**config.mk**
```make
export PLATFORM = sky130hd
export DESIGN_NAME = iob_vga_fb_arbiter
export DESIGN_NICKNAME = d
export VERILOG_FILES = /design/src/rtl/iob_vga_fb_arbiter.sv
export SDC_FILE = /design/constraint.sdc
export NUM_CORES = 1
export LEC_CHECK = 0
export CORE_UTILIZATION = 33
export CTS_CLUSTER_DIAMETER = 120
export DETAILED_ROUTE_END_ITERATION = 12
export GPL_ROUTABILITY_DRIVEN = 0
export PLACE_DENSITY = 0.82
export SETUP_SLACK_MARGIN = 0.3
export SYNTH_ARGS = -nofsm -noshare
export SYNTH_HDL_FRONTEND = slang
export SYNTH_SLANG_ARGS = --single-unit
```
**constraint.sdc**
```tcl
create_clock -name clk -period 1.4 [get_ports clk]
set_input_delay 0.28 -clock clk [delete_from_list [all_inputs] [get_ports clk]]
set_output_delay 0.28 -clock clk [all_outputs]
set_load 0.005 [all_outputs]
```
**src/rtl/iob_vga_fb_arbiter.sv**
```systemverilog
// Single-port framebuffer arbiter: VGA scan-out fetches win over CPU accesses.
// Optional starvation guard enabled by defining VGA_FB_STARVE_GUARD_EN.
module iob_vga_fb_arbiter #(
  parameter int ADDR_W   = 19,
  parameter int DATA_W   = 16,
  parameter int MAX_WAIT = 4
) (
  input  logic              clk,
  input  logic              rst,
  input  logic [31:0]       vga_addr,
  output logic [DATA_W-1:0] vga_pixel,
  output logic              vga_underrun,
  input  logic              underrun_clr,
  input  logic              cpu_valid,
  input  logic              cpu_we,
  input  logic [ADDR_W-1:0] cpu_addr,
  input  logic [DATA_W-1:0] cpu_wdata,
  output logic              cpu_ready,
  output logic              cpu_rvalid,
  output logic [DATA_W-1:0] cpu_rdata,
  output logic              mem_en,
  output logic              mem_we,
  output logic [ADDR_W-1:0] mem_addr,
  output logic [DATA_W-1:0] mem_wdata,
  input  logic [DATA_W-1:0] mem_rdata
);

  typedef enum logic [1:0] {
    SRC_NONE = 2'd0,
    SRC_VGA  = 2'd1,
    SRC_CPU  = 2'd2
  } rd_src_t;

  if (MAX_WAIT < 1 || MAX_WAIT > 255) begin : g_bad_max_wait
    $error("MAX_WAIT must be in 1..255");
  end

  logic [ADDR_W-1:0] r_last_addr;
  logic              r_vga_pend;
  rd_src_t           r_rd_src;
  rd_src_t           w_rd_src_nxt;
  logic [DATA_W-1:0] r_vga_pixel;
  logic              r_vga_underrun;
  logic              r_cpu_rvalid;

  logic [ADDR_W-1:0] w_word;
  logic              w_change;
  logic              w_trip;
  logic              w_vga_gnt;
  logic              w_cpu_gnt;
  logic              w_unused_vga;

  assign w_word       = vga_addr[ADDR_W+3:4];
  assign w_change     = (w_word != r_last_addr);
  assign w_unused_vga = ^{vga_addr[31:ADDR_W+4], vga_addr[3:0]};

`ifdef VGA_FB_STARVE_GUARD_EN
  localparam logic [7:0] LP_MAX_WAIT = 8'(MAX_WAIT);
  logic [7:0] r_wait_cnt;

  // Trip only while the CPU is still asking, so a stalled guard never blocks VGA.
  assign w_trip = cpu_valid && (r_wait_cnt == LP_MAX_WAIT);

  always_ff @(posedge clk) begin
    if (rst) begin
      r_wait_cnt <= 8'd0;
    end else if (w_cpu_gnt) begin
      r_wait_cnt <= 8'd0;
    end else if (cpu_valid && (r_wait_cnt != LP_MAX_WAIT)) begin
      r_wait_cnt <= r_wait_cnt + 8'd1;
    end
  end
`else
  assign w_trip = 1'b0;
`endif

  // Arbitration: one memory access per cycle, nothing granted during reset.
  assign w_vga_gnt = !rst && r_vga_pend && !w_trip;
  assign w_cpu_gnt = !rst && !w_vga_gnt && cpu_valid;

  assign mem_en    = w_vga_gnt || w_cpu_gnt;
  assign mem_we    = w_cpu_gnt && cpu_we;
  assign mem_addr  = w_vga_gnt ? r_last_addr : cpu_addr;
  assign mem_wdata = cpu_wdata;
  assign cpu_ready = w_cpu_gnt;

  always_comb begin
    w_rd_src_nxt = SRC_NONE;
    if (w_vga_gnt) begin
      w_rd_src_nxt = SRC_VGA;
    end else if (w_cpu_gnt && !cpu_we) begin
      w_rd_src_nxt = SRC_CPU;
    end
  end

  always_ff @(posedge clk) begin
    if (rst) begin
      r_last_addr    <= '0;
      r_vga_pend     <= 1'b1;
      r_rd_src       <= SRC_NONE;
      r_vga_pixel    <= '0;
      r_vga_underrun <= 1'b0;
      r_cpu_rvalid   <= 1'b0;
    end else begin
      if (w_change) begin
        r_last_addr <= w_word;
        r_vga_pend  <= 1'b1;
      end else if (w_vga_gnt) begin
        r_vga_pend  <= 1'b0;
      end

      // A newer address overwriting an unserved one drops the old fetch.
      if (w_change && r_vga_pend && !w_vga_gnt) begin
        r_vga_underrun <= 1'b1;
      end else if (underrun_clr) begin
        r_vga_underrun <= 1'b0;
      end

      r_rd_src     <= w_rd_src_nxt;
      r_cpu_rvalid <= (w_rd_src_nxt == SRC_CPU);
      if (r_rd_src == SRC_VGA) begin
        r_vga_pixel <= mem_rdata;
      end
    end
  end

  // Read return is masked while reset is high so an in-flight read never pulses.
  assign cpu_rvalid   = r_cpu_rvalid && !rst;
  assign cpu_rdata    = mem_rdata;
  assign vga_pixel    = r_vga_pixel;
  assign vga_underrun = r_vga_underrun;

endmodule

```
==> run summary <==
CP Capture Type: output port
core area: 0.00564 sq mm
failing checks: setup timing
final net count: 395
worst path required time: 1.12 ns
Worst Tran Pin Value: 0.244 ns
CTS sink cnt: 39
post-route ant nets: 0
post-synthesis sequential area ratio: 0.395
hold buffers post-CTS: 0
CP Launch Type: flip-flop
routed vias: 1679
drt wl/cell: 12.6 um
Rows: 27
IO Port Bufs: 114
most frequent cells in the layout: nand2_1, dlygate4sd2_1, dfxtp_2, clkdlybuf4s50_1, buf_2
initial antenna violation count: 0
Antenna Cells: 0
# setup viols final: 20
clk_lat worst skew: 0.28 ns
Hold Crit Class: primary input to flip-flop
Avg Vias per Cell: 4.42
die footprint: 0.00630 sq mm
Cells after Synth: 204
global-route usage over all layers: 0.157
Synth cell types: 22
Initial Utilization: 0.350
Root Driver: clkbuf_8
Top Usage Layer GRT: met2
GR Util met1: 0.178
CP dominant cell by count: buf_6
Setup TNS Final: -5.18 ns
power density over the cells: 869 mW/mm^2
Slew headroom: 0.836
Setup CP Type: flip-flop to output port
Slowest Stage Delay on Critical Path: 0.36 ns
Clock Pin Slew Worst Setup and Hold Paths: 0.07 ns
number of DRC markers in iteration 0: 15
cell area after synthesis: 0.00198 sq mm
total gr overflow: 0
pre-CTS setup slack: -0.707 ns
Worst path slowest cell: dfxtp_4
syn nets: 292
post-layout minimum cycle time: 1.68 ns
top post-synthesis cells by area: dfxtp_1, mux2_4, buf_4
Synth top area share: 0.395
clk buf depth: 2
routing usage on met3: 0.0503
hpwl dp: 3630 um
largest net degree at the start of global routing: 19
global-route wire length before repair: 7570 um
max-cap viol count: 0
die outline width: 79.4 um
Leak: 1.51 nW
status: finished with violations
Placed Cells: 363
number of iterations in the first detailed-routing pass: 6
H-tree depth: 2
Max Clk Rate: 597 MHz
Util after Layout: 0.571
cell-by-cell trace of the critical path: nand2b_4, buf_4, buf_6, mux2_4, buf_6
total of warnings raised by yosys: 0
commonest non-fill, non-tap cell in the layout: nand2_1
P&R area growth vs syn: 63.0%
total power: 2.80 mW
period utilization: 1.20
DRT Wirelength: 4800 um
Ports: 160
maximum vdd drop: 0.000531 V
cell taking the most area after synthesis: dfxtp_1
residual DRC count: 0
synthesized flop and latch total: 39
share of layout cells above drive strength 1: 0.484
RSZ-0062 raised after global routing: true
CP Max Fanout: 4
CTS tree: done
TritonCTS buffer count: 5
met2 track demand over resource: 0.284
final setup margin: -0.275 ns
Final Hold Viols: 0
Die Span Y: 79.4 um
max-slew violation count: 0
Arr. time, crit path: 1.40 ns
post-route clock skew: 0.00318 ns
syn avg cell area: 9.69 sq um
vias in the first global route: 1604
Layout Cells excl Fill: 380
## critical path: cells and delay by family, from the launching register on
| family | cells | cell delay [ns] |
|---|---|---|
| simple gates | 1 | 0.08 |
| mux | 1 | 0.30 |
| buf+inv | 3 | 0.37 |
| flops | 1 | 0.36 |
## metrics by stage
stage	instance area, sq um	hold slack [ns]
6_report	3220	0.273
2_1_floorplan	1980	0.352
4_1_cts	3170	0.363
3_5_place_dp	3020	0.447
3_3_place_gp	3020	0.443
5_1_grt	3220	0.271
## synth_stat cells, drive strengths merged
library cell and count:
a21oi 16, and2 1, buf 38, clkbuf 4, dfxtp 39, inv 1, mux2 19, nand2 32
nand2b 2, nand3 1, nand4 3, nor2 2, nor2b 22, nor3 1, nor3b 2, nor4 2
xnor2 12, xor2 7
## timing repair
item                                    CTS  global route
pin swaps                                 8            16
endpoints found under the setup margin   88            47
cloned                                    1             0
resized for setup                       268            37
setup buffers                             6             2
## sequential cells by signal, indices dropped and copies added (netlist names)
signal,flops
vga_pixel,16
r_last_addr,19
r_vga_pend,1
vga_underrun,1
r_rd_src,2
## cell families (layout without fill, tap and decap cells)
family / after synthesis / in the layout / share of synthesized area
AND/OR/NAND/NOR: 68 / 68 / 0.176
buffers and inverters: 43 / 147 / 0.160
flip-flops: 39 / 39 / 0.395
multiplexers: 19 / 19 / 0.144
AO/OA/AOI/OAI: 16 / 16 / 0.0405
XOR/XNOR: 19 / 19 / 0.0842
## worst paths after layout
kind	slack [ns]	from	end	cells past startpoint
setup / recovery	-0.28	r_vga_pend	mem_addr[1]	5
hold / removal	0.27	vga_addr[16]	r_last_addr[12]	2
setup reg to reg	0.36	r_last_addr[6]	r_vga_pend	4
hold reg to reg	0.45	vga_pixel[6]	vga_pixel[6]	2
## per-layer routing
| metal | share of wire | vias to the layer above |
|---|---|---|
| li1 | - | 832 |
| met1 | 0.40 | 749 |
| met2 | 0.52 | 91 |
| met3 | 0.080 | 7 |
| met4 | 0.0067 | 0 |
| met5 | 0 | - |
## power breakdown
group          internal [mW]  switching, mW
Combinational          0.424          0.211
Clock                  0.577          0.379
Sequential              1.17         0.0374
## final cells by class
class / count / area [sq um]
Clock buffer: 6 / 82.6
Clock inverter: 2 / 35.0
Fill cell: 484 / 2420
Inverter: 1 / 3.75
Multi-Input combinational cell: 122 / 961
Sequential cell: 39 / 821
Tap cell: 72 / 90.1
Timing Repair Buffer: 138 / 1230
Power figures use the tool's default switching activity.
